==> config.mk <==
export PLATFORM = sky130hd
export DESIGN_NAME = muldiv_seq_flat
export DESIGN_NICKNAME = d
export VERILOG_FILES = /design/src/rtl/muldiv_pkg.sv /design/src/rtl/muldiv_if.sv /design/src/rtl/muldiv_step.sv /design/src/rtl/muldiv_seq.sv /design/src/flat_wrapper.sv
export SDC_FILE = /design/constraint.sdc
export NUM_CORES = 1
export LEC_CHECK = 0
export ABC_AREA = 1
export BUFFER_PORTS_ARGS = -buffer_cell sky130_fd_sc_hd__buf_2
export CAP_MARGIN = 15
export CELL_PAD_IN_SITES_DETAIL_PLACEMENT = 0
export CELL_PAD_IN_SITES_GLOBAL_PLACEMENT = 1
export CORE_MARGIN = 3
export CORE_UTILIZATION = 43
export CTS_CLUSTER_DIAMETER = 50
export DETAILED_ROUTE_END_ITERATION = 16
export PLACE_DENSITY = 0.78
export SETUP_SLACK_MARGIN = 0.1
export SYNTH_ARGS = -nofsm -noshare
export SYNTH_HDL_FRONTEND = slang
export SYNTH_SLANG_ARGS = --single-unit
==> constraint.sdc <==
create_clock -name clk -period 3.25 [get_ports clk]
set_input_delay 0.325 -clock clk [delete_from_list [all_inputs] [get_ports clk]]
set_output_delay 0.325 -clock clk [all_outputs]
set_load 0.005 [all_outputs]
==> src/rtl/muldiv_pkg.sv <==
// Shared encodings for the iterative multiply/divide sequencer.
// Op codes, FSM state encoding and the default datapath width.
package muldiv_pkg;

    localparam int MULDIV_WIDTH = 32;

    localparam logic [1:0] OP_MULTU = 2'b00;
    localparam logic [1:0] OP_MULT  = 2'b01;
    localparam logic [1:0] OP_DIVU  = 2'b10;
    localparam logic [1:0] OP_DIV   = 2'b11;

    localparam logic [2:0] ST_IDLE = 3'd0;
    localparam logic [2:0] ST_LOAD = 3'd1;
    localparam logic [2:0] ST_CALC = 3'd2;
    localparam logic [2:0] ST_FIX  = 3'd3;
    localparam logic [2:0] ST_DONE = 3'd4;

    typedef enum logic [2:0] {
        S_IDLE = ST_IDLE,
        S_LOAD = ST_LOAD,
        S_CALC = ST_CALC,
        S_FIX  = ST_FIX,
        S_DONE = ST_DONE
    } state_t;

    function automatic logic op_is_div(input logic [1:0] op);
        return (op == OP_DIVU) || (op == OP_DIV);
    endfunction

    function automatic logic op_is_signed(input logic [1:0] op);
        return (op == OP_MULT) || (op == OP_DIV);
    endfunction

endpackage

==> src/rtl/muldiv_if.sv <==
// Request/result bundle between the EX stage and the multiply/divide sequencer.
interface muldiv_if
    import muldiv_pkg::*;
#(
    parameter int WIDTH = MULDIV_WIDTH
);
    logic             start;
    logic [1:0]       op;
    logic [WIDTH-1:0] busA;
    logic [WIDTH-1:0] busB;
    logic             cancel;
    logic             busy;
    logic             stall;
    logic             done;
    logic [WIDTH-1:0] hi;
    logic [WIDTH-1:0] lo;

    modport master (
        output start, op, busA, busB, cancel,
        input  busy, stall, done, hi, lo
    );

    modport slave (
        input  start, op, busA, busB, cancel,
        output busy, stall, done, hi, lo
    );
endinterface

==> src/rtl/muldiv_step.sv <==
// One radix-2 iteration: shift-add multiply (mode=0) or restoring divide (mode=1).
// Multiply: acc=upper product, aux=multiplier. Divide: acc=remainder, aux=quotient.
module muldiv_step #(
    parameter int WIDTH = 32
) (
    input  logic [WIDTH-1:0] acc,
    input  logic [WIDTH-1:0] aux,
    input  logic [WIDTH-1:0] operand,
    input  logic             mode,
    output logic [WIDTH-1:0] acc_next,
    output logic [WIDTH-1:0] aux_next
);
    logic [WIDTH:0] sum;
    logic [WIDTH:0] rem_s;
    logic [WIDTH:0] trial;
    logic           trial_ok;

    always_comb begin
        sum      = {1'b0, acc} + (aux[0] ? {1'b0, operand} : '0);
        rem_s    = {acc, aux[WIDTH-1]};
        trial    = rem_s - {1'b0, operand};
        // A set top bit of the shifted remainder already exceeds any divisor.
        trial_ok = rem_s[WIDTH] | ~trial[WIDTH];

        if (mode) begin
            acc_next = trial_ok ? trial[WIDTH-1:0] : rem_s[WIDTH-1:0];
            aux_next = {aux[WIDTH-2:0], trial_ok};
        end else begin
            acc_next = sum[WIDTH:1];
            aux_next = {sum[0], aux[WIDTH-1:1]};
        end
    end
endmodule

==> src/rtl/muldiv_seq.sv <==
// Iterative MULT/MULTU/DIV/DIVU sequencer owning HI/LO and the pipeline stall.
// Optional MULDIV_SIGNED_EN: enables signed MULT/DIV (magnitude + sign fix).
module muldiv_seq
    import muldiv_pkg::*;
#(
    parameter int WIDTH = MULDIV_WIDTH
) (
    input  logic     clk,
    input  logic     rst,
    muldiv_if.slave  bus
);
    localparam int CNT_W = $clog2(WIDTH);

    state_t state_reg, state_next;

    logic [WIDTH-1:0] opa_reg, opb_reg;
    logic             is_div_reg;
    logic             divz_reg;
    logic [CNT_W-1:0] cnt_reg;
    logic [WIDTH-1:0] acc_reg, aux_reg, operand_reg;
    logic [WIDTH-1:0] hi_reg, lo_reg;

    logic [WIDTH-1:0] step_acc, step_aux;
    logic [WIDTH-1:0] mag_a, mag_b;
    logic [WIDTH-1:0] fix_hi, fix_lo;
    logic [2*WIDTH-1:0] prod;
    logic [WIDTH-1:0] quot, rem;
    logic             launch;

`ifdef MULDIV_SIGNED_EN
    logic signed_reg;
    logic neg_res_reg, neg_rem_reg;
    logic sign_a, sign_b;
`endif

    assign launch = bus.start && !bus.cancel;

    muldiv_step #(.WIDTH(WIDTH)) u_step (
        .acc      (acc_reg),
        .aux      (aux_reg),
        .operand  (operand_reg),
        .mode     (is_div_reg),
        .acc_next (step_acc),
        .aux_next (step_aux)
    );

    // Operand magnitudes taken in LOAD.
`ifdef MULDIV_SIGNED_EN
    assign sign_a = signed_reg & opa_reg[WIDTH-1];
    assign sign_b = signed_reg & opb_reg[WIDTH-1];
    assign mag_a  = sign_a ? -opa_reg : opa_reg;
    assign mag_b  = sign_b ? -opb_reg : opb_reg;
`else
    assign mag_a  = opa_reg;
    assign mag_b  = opb_reg;
`endif

    // Result formation for FIX, including the optional sign correction.
    always_comb begin
        prod = {acc_reg, aux_reg};
        quot = aux_reg;
        rem  = acc_reg;
`ifdef MULDIV_SIGNED_EN
        if (neg_res_reg) begin
            prod = -prod;
            quot = -quot;
        end
        if (neg_rem_reg) begin
            rem = -rem;
        end
`endif
        if (divz_reg) begin
            fix_hi = opa_reg;
            fix_lo = '1;
        end else if (is_div_reg) begin
            fix_hi = rem;
            fix_lo = quot;
        end else begin
            fix_hi = prod[2*WIDTH-1:WIDTH];
            fix_lo = prod[WIDTH-1:0];
        end
    end

    always_ff @(posedge clk) begin
        if (rst) begin
            state_reg <= S_IDLE;
        end else begin
            state_reg <= state_next;
        end
    end

    always_comb begin
        state_next = state_reg;
        case (state_reg)
            S_IDLE: if (launch) state_next = S_LOAD;
            S_LOAD: state_next = (is_div_reg && opb_reg == '0) ? S_FIX : S_CALC;
            S_CALC: if (cnt_reg == '0) state_next = S_FIX;
            S_FIX:  state_next = S_DONE;
            S_DONE: state_next = S_IDLE;
            default: state_next = S_IDLE;
        endcase
        if (bus.cancel) begin
            state_next = S_IDLE;
        end
    end

    always_ff @(posedge clk) begin
        if (rst) begin
            opa_reg     <= '0;
            opb_reg     <= '0;
            is_div_reg  <= 1'b0;
            divz_reg    <= 1'b0;
            cnt_reg     <= '0;
            acc_reg     <= '0;
            aux_reg     <= '0;
            operand_reg <= '0;
            hi_reg      <= '0;
            lo_reg      <= '0;
`ifdef MULDIV_SIGNED_EN
            signed_reg  <= 1'b0;
            neg_res_reg <= 1'b0;
            neg_rem_reg <= 1'b0;
`endif
        end else begin
            case (state_reg)
                S_IDLE: begin
                    if (launch) begin
                        opa_reg    <= bus.busA;
                        opb_reg    <= bus.busB;
                        is_div_reg <= op_is_div(bus.op);
`ifdef MULDIV_SIGNED_EN
                        signed_reg <= op_is_signed(bus.op);
`endif
                    end
                end
                S_LOAD: begin
                    acc_reg     <= '0;
                    aux_reg     <= is_div_reg ? mag_a : mag_b;
                    operand_reg <= is_div_reg ? mag_b : mag_a;
                    cnt_reg     <= CNT_W'(WIDTH - 1);
                    divz_reg    <= is_div_reg && (opb_reg == '0);
`ifdef MULDIV_SIGNED_EN
                    neg_res_reg <= sign_a ^ sign_b;
                    neg_rem_reg <= is_div_reg & sign_a;
`endif
                end
                S_CALC: begin
                    acc_reg <= step_acc;
                    aux_reg <= step_aux;
                    if (cnt_reg != '0) begin
                        cnt_reg <= cnt_reg - CNT_W'(1);
                    end
                end
                S_FIX: begin
                    // A flush arriving in FIX must leave the architectural HI/LO intact.
                    if (!bus.cancel) begin
                        hi_reg <= fix_hi;
                        lo_reg <= fix_lo;
                    end
                end
                default: ;
            endcase
        end
    end

    assign bus.busy  = (state_reg == S_LOAD) || (state_reg == S_CALC) || (state_reg == S_FIX);
    assign bus.done  = (state_reg == S_DONE) && !bus.cancel;
    assign bus.stall = (bus.start || bus.busy) && !bus.done;
    assign bus.hi    = hi_reg;
    assign bus.lo    = lo_reg;

endmodule

==> src/flat_wrapper.sv <==
// flat-port wrapper written by rule: the top's interface ports become plain ports
module muldiv_seq_flat import muldiv_pkg::*;
#(
    parameter int WIDTH = MULDIV_WIDTH
)
  (clk, rst, bus_start, bus_op, bus_busA, bus_busB, bus_cancel, bus_busy, bus_stall, bus_done, bus_hi, bus_lo);
  muldiv_if #(.WIDTH(WIDTH)) bus_i ();
  input  logic clk;
  input  logic rst;
  input wire logic [$bits(bus_i.start)-1:0] bus_start;
  input wire logic [$bits(bus_i.op)-1:0] bus_op;
  input wire logic [$bits(bus_i.busA)-1:0] bus_busA;
  input wire logic [$bits(bus_i.busB)-1:0] bus_busB;
  input wire logic [$bits(bus_i.cancel)-1:0] bus_cancel;
  output wire logic [$bits(bus_i.busy)-1:0] bus_busy;
  output wire logic [$bits(bus_i.stall)-1:0] bus_stall;
  output wire logic [$bits(bus_i.done)-1:0] bus_done;
  output wire logic [$bits(bus_i.hi)-1:0] bus_hi;
  output wire logic [$bits(bus_i.lo)-1:0] bus_lo;
  assign bus_i.start = bus_start;
  assign bus_i.op = bus_op;
  assign bus_i.busA = bus_busA;
  assign bus_i.busB = bus_busB;
  assign bus_i.cancel = bus_cancel;
  assign bus_busy = bus_i.busy;
  assign bus_stall = bus_i.stall;
  assign bus_done = bus_i.done;
  assign bus_hi = bus_i.hi;
  assign bus_lo = bus_i.lo;
  muldiv_seq #(.WIDTH(WIDTH)) u_core (.clk(clk), .rst(rst), .bus(bus_i));
endmodule
# After elaboration in Yosys (flattened, before gate mapping)
# Cells that the tools add are included.
classes:
  eq_ne: 9
  n_reduce_logical: 20
  muxes: 16
  add_sub_neg: 3
  n_bitwise: 3
op_table:
  columns: ["operator", "n"]
  rows:
  - ["2-to-1 mux 32 bit", 8]
  - ["one-hot mux 32 bit (2 select lines)", 2]
  - ["adder 32 x 33 -> 33 bit", 1]
  - ["subtractor 33 x 32 -> 33 bit", 1]
  - ["logical NOT 32 bit", 1]
  - ["one-hot mux 3 bit (4 select lines)", 1]
  - ["one-hot mux 5 bit (2 select lines)", 1]
  - ["AND reduction 2 bit", 4]
  - ["equality test 3 x 2 -> 1 bit, second input constant", 2]
  - ["2-to-1 mux 3 bit", 2]
  - ["!= test 2 x 1 -> 1 bit, second input constant", 3]
  - ["logical NOT 5 bit", 1]
  - ["2-to-1 mux 5 bit", 1]
  - ["nonzero test 5 bit", 1]
  - ["subtractor 5 x 1 -> 5 bit, second input constant", 1]
  - ["equality test 2 bit, second input constant", 2]
  - ["logical AND 1 bit", 4]
  - ["logical OR 1 bit", 4]
  - ["equality test 3 x 1 -> 1 bit, second input constant", 1]
  - ["equality test 3 bit, second input constant", 1]
  - ["logical NOT 3 bit", 1]
  - ["logical NOT 1 bit", 2]
  - ["NOT 1 bit", 2]
  - ["nonzero test 2 bit", 1]
  - ["3 further kinds", 3]
word_totals:
  output_inout_bits: 67
  input_bits: 70
  elab_cells: 62
  reg_bits: 234

# Depth between registers and ports, before layout
# Gate-level depths: netlist of the first run.
logic_depth:
  word_depth: 6
  mapped_depth: 19
  ltp_nobuf: 19

# By module
# Synthesis of the first run repeated with hierarchy kept, for this count alone.
unflattened:
  cells_unflattened: 2588
  hier_area_um2: 15720.1
modules_own_cells:
  columns: ["mod", "seq_area_each_um2", "area_per_inst_um2", "n_inst", "cells_each"]
  rows:
  - ["muldiv_seq", 4684.5, 9439.1, 1, 1260]
  - ["muldiv_step", 0.0, 6281.0, 1, 1328]

# Worst setup path after synthesis of the first run
# No wires, ideal clock.
synth_path:
  path_kind: "flip-flop to flip-flop"
  start: "register u_core.aux_reg[0]"
  end: "register u_core.acc_reg[18]"
  n_path_buf: 2
  setup_slack_ps: 917
  required_time_ps: 3122
  synth_period_minus_slack_ps: 2333
  path_stages_with_launch: 19
  setup_ps: 128
  arrival_time_ps: 2205
  cell_sequence: "dfxtp_1 -> clkbuf_1 -> clkbuf_1 -> nand2_1 -> inv_1 -> ha_1 -> or2_2 -> nand3_1 -> nand2_1 -> nand2_1 -> nand2_1 -> nand3_1 -> nand2_1 -> nand2_1 -> nand3_1 -> nand2_1 -> nor2_1 -> nor2_1 -> nor2_1"
synth_via:
  elab_chain_len: 4
synth_lines:
  columns: ["item", "line_no", "source"]
  rows:
  - ["start: declaration", "muldiv_seq.sv:20", "logic [WIDTH-1:0] acc_reg, aux_reg, operand_reg;"]
  - ["start signal: assignment", "muldiv_seq.sv:138", "aux_reg <= is_div_reg ? mag_a : mag_b;"]
  - ["start signal: assignment", "muldiv_seq.sv:149", "aux_reg <= step_aux;"]
  - ["2-to-1 mux 32 bit", "muldiv_step.sv:19", "sum = {1'b0, acc} + (aux[0] ? {1'b0, operand} : '0);"]
  - ["adder 32 x 33 -> 33 bit", "muldiv_step.sv:19", null]
  - ["2-to-1 mux 32 bit", "muldiv_step.sv:25", "if (mode) begin"]
  - ["one-hot mux 32 bit (2 select lines)", "muldiv_seq.sv:125", "case (state_reg)"]
  - ["end signal: assignment", "muldiv_seq.sv:148", "acc_reg <= step_acc;"]
  - ["end: declaration", "muldiv_seq.sv:20", null]
# Every way passes these cells.
# A chain may end at the register's enable or synchronous reset.

# Final worst setup path of the first run
layout_path:
  start: "register u_core.aux_reg[31]"
  end: "register u_core.acc_reg[18]"
layout_via:
  elab_chain_len: 6
layout_lines:
  columns: ["item", "line_no", "source"]
  rows:
  - ["subtractor 33 x 32 -> 33 bit (*)", "muldiv_step.sv:21", "trial = rem_s - {1'b0, operand};"]
  - ["NOT 1 bit", "muldiv_step.sv:23", "trial_ok = rem_s[WIDTH] | ~trial[WIDTH];"]
  - ["bitwise OR 1 bit", "muldiv_step.sv:23", null]
  - ["2-to-1 mux 32 bit (*)", "muldiv_step.sv:26", "acc_next = trial_ok ? trial[WIDTH-1:0] : rem_s[WIDTH-1:0];"]
  - ["2-to-1 mux 32 bit (*)", "muldiv_step.sv:25", null]
  - ["one-hot mux 32 bit (2 select lines) (*)", "muldiv_seq.sv:125", null]
# Mark *: on every way between the ends. The rest lies on a longest branch, timed or not.

==> impl_results.md, run 1 <==
* Core ar. at about 35000 µm²
* Switch Pwr at 2.516 mW
* DRT Pass-1 Iters at 5
* CTS tree: built
* Crit path cell chain: inv_1 -> ha_1 -> fa_1 -> inv_1 -> nand2_1 -> nand2_1 -> nand3_2 -> nand2_2 -> nand2_2 -> nand2_2 -> nand2_2 -> nand2_2 -> nand2_4 -> nor2_8 -> nand2_1 -> nand2_1 -> nor2_1 -> nor2_1 -> nor2_1
* H-tree Lvls at 2
* Reg clk slew, reported paths at about 0.060 ns
* Post-Synth XOR/XNOR Area at 0.01263
* Wire length per cell at about 19 µm
* Crit path arrival time at 3.24 ns
* Initial antenna violation count at 1
* Synth Area in Simple Gates at 0.2806
* Critical Path RT at ~3.6 ns
* Clock share of power at 0.466
* CP startpoint: u_core.aux_reg[31]
* # rows at just under 70
* Min Hold Slack at ~0.035 ns
* Period minus WS final at roughly 2.9 ns
* Pleak at ~8.5 nW
* Syn Area/Cell at roughly 6 µm²
* Most area-consuming cells after synthesis: dfxtp_1 (31%), nand2_1 (16%), a21oi_1 (9.9%)
* HPWL Detailed at roughly 44000 µm
* Synth cell types at 40
* Flop pwr share at 0.374
* Grt total ovfl at 0
* Largest family of logic cells by synthesized area: simple AND/OR/NAND/NOR gates
* Drt via density at 5.383
* Antenna viol nets, final at 0
* Crit path max-delay cell type: fa_1
* Depth of the most critical reg-to-reg path at 19
* First-pass GRT wire length at 86530 µm
* Comb pwr share at 0.160
* Post-CTS Hold Buffers at 0
* Endpoint type of the worst setup path: flip-flop
* Count leader, synth: nand2_1
* Cells after synthesis at ~2500
* Area fraction in compound gates after synthesis at 0.2145
* Clk sinks at between 200 and 250
* Layout overhead on the synthesized area at 14.85%
* Hold Crit Class: in -> reg
* Post-synth net total at around 2600
* Worst vdd ir at around 400 µV
* P_int at around 5.8 mW
* Number of max-cap violations at 0
* Inserted Clock Buffers at 36
* Post-synthesis mux area share at 0.003937
* Number of nets in the layout at 2693
* CTS max path bufs at 3
* Register-to-register setup slack at 0.39 ns
* Main synth FF type: dfxtp_1
* FF+latch count, synth at around 230
* Crit path top cell by count: nand2_2
* Largest stage delay on the critical path at 0.41 ns
* Yosys synthesis warning count at 0
* Worst setup margin at 0.3922 ns
* Die Span Y at slightly below 200 µm
* Setup TNS at 0 ns
* RSZ-0062 raised after global routing: no
* Min-Delay Path Depth at 3
* Number of global-route vias before repair at 14780
* Share of the synthesized area in the top cell type at 0.3071
* Via Count at ~16000
* Maximum clock frequency at approximately 350 MHz
* Final Skew at approximately 0.036 ns
* Clk_lat worst skew at roughly 0.55 ns
* Cts repair resizes at 0
* Die area at between 30000 and 40000 µm²
* Placer's final routability congestion estimate at between 0.9 and 1
* Drt drc at 0
* PortBufs at approximately 140
* Crit-path max FO at 17
* Worst Hold End: u_core.mag_b[22]
* Final Non-Filler Cells at slightly above 3000
* Final Max Slew Viols at 0
* Sw Share at 0.3029
* Largest net degree at the start of global routing at between 150 and 200
* R2R Path Start: u_core.aux_reg[31]
* Synth cell count leaders: nand2_1 (662), inv_1 (372), a21oi_1 (302), dfxtp_1 (234), o21ai_0 (223)
* Fin. Hold Viols at 0
* Chip Width at 194.4 µm
* Share of cells above drive strength 1 at 0.1005
* Register area share after synthesis at 0.3071
* Asr flop ratio synth at 0
* # IOs at around 140
* Setup violations, final at 0
* Post-synth EDFFs at 0
* Worst-Margin Slew at a little under 1 ns
* Initial Util at 0.4394
* Run status: finished, final reports clean
* Inst Count DP at 2972
* Post-Route WL at between 50000 and 60000 µm
* Crit share post-route at 0.8793
* Startpoint of the worst hold path: bus_busB[22]
* CTS Root Buffer Type: clkbuf_16
* Startpoint types: flip-flop
* PD cells at 474.2 nW/µm²
* Reg2reg end: u_core.acc_reg[18]
* Syn Std Cell Area at between 15000 and 20000 µm²
* Yosys top cell by area: dfxtp_1
* Initial DRC count at 1423
* Adder-Cell Fraction of Synth Area at 0.05676
* Dpl ws at approximately 0.45 ns
* Critical path class: reg -> reg
* Gr usage total at 0.2920
* Slew headroom at 0.3441
* Post-CTS Repair Setup Buffers at 0
[critical path: cells and delay by family, from the launching register on]
kind,cells,cell delay [ns]
adders and majority gates,2,0.63
buffers and inverters,2,0.17
DFF,1,0.38
and+or+nand+nor,15,1.50
[cells by family (layout without fill, tap and decap cells)]
family	Yosys count	after routing
XOR/XNOR	22	22
flip-flops	234	234
other	0	1
buffers and inverters	493	599
AND/OR/NAND/NOR	1040	1040
adder cells (fa/ha/maj)	68	68
AO/OA/AOI/OAI	609	609
multiplexers	6	6
[stage by stage]
step             util  power (mW)  area, µm²
3_3_place_gp   0.4700       4.463      16320
2_1_floorplan       -       4.007      15250
6_report       0.5047       8.307      17520
3_5_place_dp   0.4700       4.467      16320
5_1_grt        0.5046       8.618      17520
4_1_cts        0.5046       8.346      17520
[per-layer routing]
metal / global-route usage / share of wire / vias to the layer above / wire length (µm)
li1: - / - / 8132 / -
met5: 0 / 0 / - / 0
met3: 0.04247 / 0.071 / 77 / 4053
met4: 0.08378 / 0.025 / 0 / 1451
met1: 0.4138 / 0.45 / 7549 / 26050
met2: 0.4641 / 0.45 / 573 / 25730
[area by class of cell]
class | count | area [µm²]
diodes | 1 | 2.502
clock buffers | 48 | 1079
clock inverters | 13 | 121.4
fillers | 3715 | 17190
inverters | 375 | 1409
multi-input cells | 1745 | 8688
flip-flops and latches | 234 | 4690
well taps | 455 | 569.3
repair buffers | 163 | 960.9
[how the worst max path moves through the flow]
stage	cells past startpoint	slack [ns]	end
after floorplan	18	0.92	u_core.acc_reg[18]
final	19	0.39	u_core.acc_reg[18]
after CTS	19	0.39	u_core.acc_reg[18]
after global routing	19	0.14	u_core.acc_reg[20]
after detailed placement	19	0.45	u_core.acc_reg[18]
after global placement	19	0.43	u_core.acc_reg[20]
[placed cells by master (no fill, tap or decap), types with 3 or more instances in the layout]
| cell type | n |
|---|---|
| a21o_1 | 4 |
| a21oi_1 | 302 |
| a21oi_2 | 3 |
| a221oi_1 | 13 |
| a31oi_1 | 18 |
| buf_12 | 6 |
| buf_2 | 135 |
| buf_4 | 22 |
| clkbuf_16 | 38 |
| clkbuf_8 | 9 |
| clkinv_2 | 7 |
| dfxtp_1 | 232 |
| ha_1 | 66 |
| inv_1 | 370 |
| inv_2 | 4 |
| inv_6 | 3 |
| mux2i_1 | 6 |
| nand2_1 | 662 |
| nand2_2 | 9 |
| nand3_1 | 81 |
| nand3_2 | 4 |
| nand3b_1 | 17 |
| nand4_1 | 11 |
| nor2_1 | 214 |
| nor3_1 | 15 |
| nor4_1 | 12 |
| o211a_1 | 5 |
| o211ai_1 | 29 |
| o21ai_0 | 223 |
| o21bai_1 | 11 |
| or2_2 | 3 |
| xnor2_1 | 8 |
| xor2_1 | 14 |
[power by group through the flow]
stage / logic [mW] / clock network, mW / registers, mW
6_report: 1.33 / 3.87 / 3.11
5_1_grt: 1.47 / 4.04 / 3.11
4_1_cts: 1.31 / 3.93 / 3.10
3_5_place_dp: 1.31 / 0 / 3.16
3_3_place_gp: 1.30 / 0 / 3.16
2_1_floorplan: 0.913 / 0 / 3.09
Power figures use the tool's default switching activity.
==> inputs of run 2 (changes only) <==
--- a/config.mk
+++ b/config.mk
@@ -11,11 +11,13 @@
 export CELL_PAD_IN_SITES_DETAIL_PLACEMENT = 0
 export CELL_PAD_IN_SITES_GLOBAL_PLACEMENT = 1
 export CORE_MARGIN = 3
-export CORE_UTILIZATION = 43
+export CORE_UTILIZATION = 44
+export CTS_BUF_LIST = sky130_fd_sc_hd__clkbuf_2 sky130_fd_sc_hd__clkbuf_4 sky130_fd_sc_hd__clkbuf_8
 export CTS_CLUSTER_DIAMETER = 50
 export DETAILED_ROUTE_END_ITERATION = 16
-export PLACE_DENSITY = 0.78
+export PLACE_DENSITY = 0.8
 export SETUP_SLACK_MARGIN = 0.1
+export SLEW_MARGIN = 0
 export SYNTH_ARGS = -nofsm -noshare
 export SYNTH_HDL_FRONTEND = slang
 export SYNTH_SLANG_ARGS = --single-unit
==> run 2 against run 1 <==
  * Count of clock-buffer cells in the layout rose by 16
  * First-iteration DRC count grew 19%
  * Die area down 2.2%
  * Combinational power hardly changed
  * Via count is 0.82% lower
  * Cell count rose by 0.20%
  * Cell area down 1.9%
  * Non-clock buffer count is 2 higher
  * Flip-flop and latch count unchanged
==> impl_results.md, run 2 (same netlist as run 1, synthesis figures left out) <==
* Run status: finished, final reports clean
* Setup violations, final at 0
* Gr usage total at 0.2893
* Largest stage delay on the critical path at 0.46 ns
* Worst setup margin at between 0.3 and 0.4 ns
* Grt total ovfl at 0
* RSZ-0062 raised after global routing: no
* Multi-input gate area at 8688 µm²
* Dpl cell area at around 16000 µm²
* CTS Root Buffer Type: clkbuf_8
* Dpl ws at about 0.45 ns
* Setup TNS at 0 ns
* Final Max Slew Viols at 0
* Number of max-cap violations at 0
* Core ar. at around 34000 µm²
* GRT Max-Usage Layer: met2
* HPWL Detailed at between 40000 and 50000 µm
* Reg clk slew, reported paths at around 0.06 ns
* Drt via density at approximately 5.3
* H-tree Lvls at 2
* Maximum clock frequency at about 340 MHz
* DRT Pass-1 Iters at 6
* Antenna viol nets, final at 0
* Ant diodes at 0
* PD cells at approximately 420 nW/µm²
* Period minus WS final at between 2 and 3 ns
* Critical path class: reg -> out
* Post-CTS Hold Buffers at 4
* Inserted Clock Buffers at 42
* Crit share post-route at 0.9072
* Register-to-register setup slack at a little under 0.4 ns
* Design area at about 17000 µm²
* Number of global-route vias before repair at 14600
* Buffers & Inverters on Critical Path at 4
* Startpoint types: flip-flop
* Cts repair resizes at 0
* Crit-path max FO at 11
* Clk_lat worst skew at just under 0.6 ns
* Via Count at ~16000
* Commonest non-fill, non-tap cell in the layout: nand2_1
* Initial antenna violation count at 1
* Worst vdd ir at approximately 290 µV
* Share of cells above drive strength 1 at 0.1038
* Hold Crit Class: in -> reg
* Layout overhead on the synthesized area at 12.61%
* Fin. Hold Viols at 0
* Min Hold Slack at about 0.020 ns
* # rows at 67
* Worst-Margin Slew at approximately 1.1 ns
* Initial Util at 0.4504
* GR Util met3 at 0.04855
* Critical Path RT at between 2 and 3 ns
* Crit path depth at 7
* Final Non-Filler Cells at between 3000 and 4000
* PortBufs at ~140
* Largest net degree at the start of global routing at roughly 160
* CTS tree: built
* Crit path max-delay cell type: nand3_1
* Most frequent cells in the layout: nand2_1 (662), inv_1 (370), a21oi_1 (302), dfxtp_1 (232), o21ai_0 (223)
* First-pass GRT wire length at just over 80000 µm
* Met2 Track Usage GR at 0.4366
* Die area at 36940 µm²
* Number of nets in the layout at ~2700
* Clk sinks at 234
* Placer's final routability congestion estimate at approximately 0.95
* Final Skew at between 0.04 and 0.05 ns
* Depth of the most critical reg-to-reg path at 19
* CP startpoint: u_core.state_reg[2]
* R2R Path Start: u_core.aux_reg[31]
* Crit path cell chain: inv_1 -> nand3_1 -> nand2_1 -> buf_4 -> clkinv_1 -> a31oi_1 -> buf_2
* Met1 GRT Util at 0.4165
* Tot Pwr at around 7.3 mW
* Wire length per cell at 17.94 µm
* Reg2reg end: u_core.acc_reg[20]
* Initial DRC count at 1695
* CTS max path bufs at 3
* # IOs at 137
* Die Span Y at 192.2 µm
* Endpoint type of the worst setup path: output port
* Chip Width at approximately 190 µm
* Crit path to: bus_stall
* Filler Cells Inserted at around 3700
* Slew headroom at 0.2815
* Crit path arrival time at 2.62 ns
* Post-Route WL at between 50000 and 60000 µm
* Finished Core Util at 0.5072
* Top Family by Delay on Critical Path: buffers and inverters
* Pleak at 8.396 nW
* Reg area at ~4700 µm²
* Drt drc at 0
* Inst Count DP at around 3000
* Post-CTS Repair Setup Buffers at 0
## run 2: metal layers
metal / routed length (µm) / vias to the layer above / share of wire
met3: 4037 / 112 / 0.074
met2: 23280 / 566 / 0.43
met1: 25230 / 7362 / 0.46
met5: 9 / - / 0.00016
li1: - / 8155 / -
met4: 1994 / 2 / 0.037
## run 2: final cells by class
cell class              count  share of cell area
flip-flops and latches    234              0.2730
multi-input cells        1745              0.5058
inverters                 375             0.08202
well taps                 448             0.03263
clock buffers              64             0.04654
clock inverters             9            0.003351
repair buffers            165             0.05667
## run 2: power by group
part | leakage [nW] | switching [mW] | total, mW | internal, mW
clock network | 0.455 | 1.29 | 2.86 | 1.57
registers | 1.90 | 0.126 | 3.10 | 2.98
logic | 6.04 | 0.907 | 1.31 | 0.400
## run 2: how the worst min path moves through the flow
stage | slack [ns] | cells after the start | to | from
6_report | 0.02 | 3 | u_core.mag_b[12] | bus_busB[12]
5_1_grt | 0.03 | 3 | u_core.mag_b[25] | bus_busB[25]
4_1_cts | 0.0001 | 3 | u_core.mag_a[10] | bus_busA[10]
3_5_place_dp | 0.45 | 2 | u_core.bus.lo[14] | u_core.bus.lo[14]
3_3_place_gp | 0.45 | 2 | u_core.bus.lo[5] | u_core.bus.lo[5]
2_1_floorplan | 0.45 | 2 | u_core.operand_reg[27] | u_core.operand_reg[27]
## run 2: worst register-to-register path, cell delays in order, from the launching register on
cell     delay (ns)
dfxtp_1        0.37
inv_1          0.09
ha_1           0.22
fa_1           0.41
inv_1          0.07
nand2_1        0.05
nand2_1        0.10
nand3_2        0.07
nand2_2        0.11
nand2_2        0.06
nand2_2        0.12
nand2_2        0.09
nand2_2        0.08
nand2_4        0.16
nor2_8         0.35
nand2_1        0.10
nand2_1        0.07
nor2_1         0.04
nor2_1         0.08
nor2_1         0.04
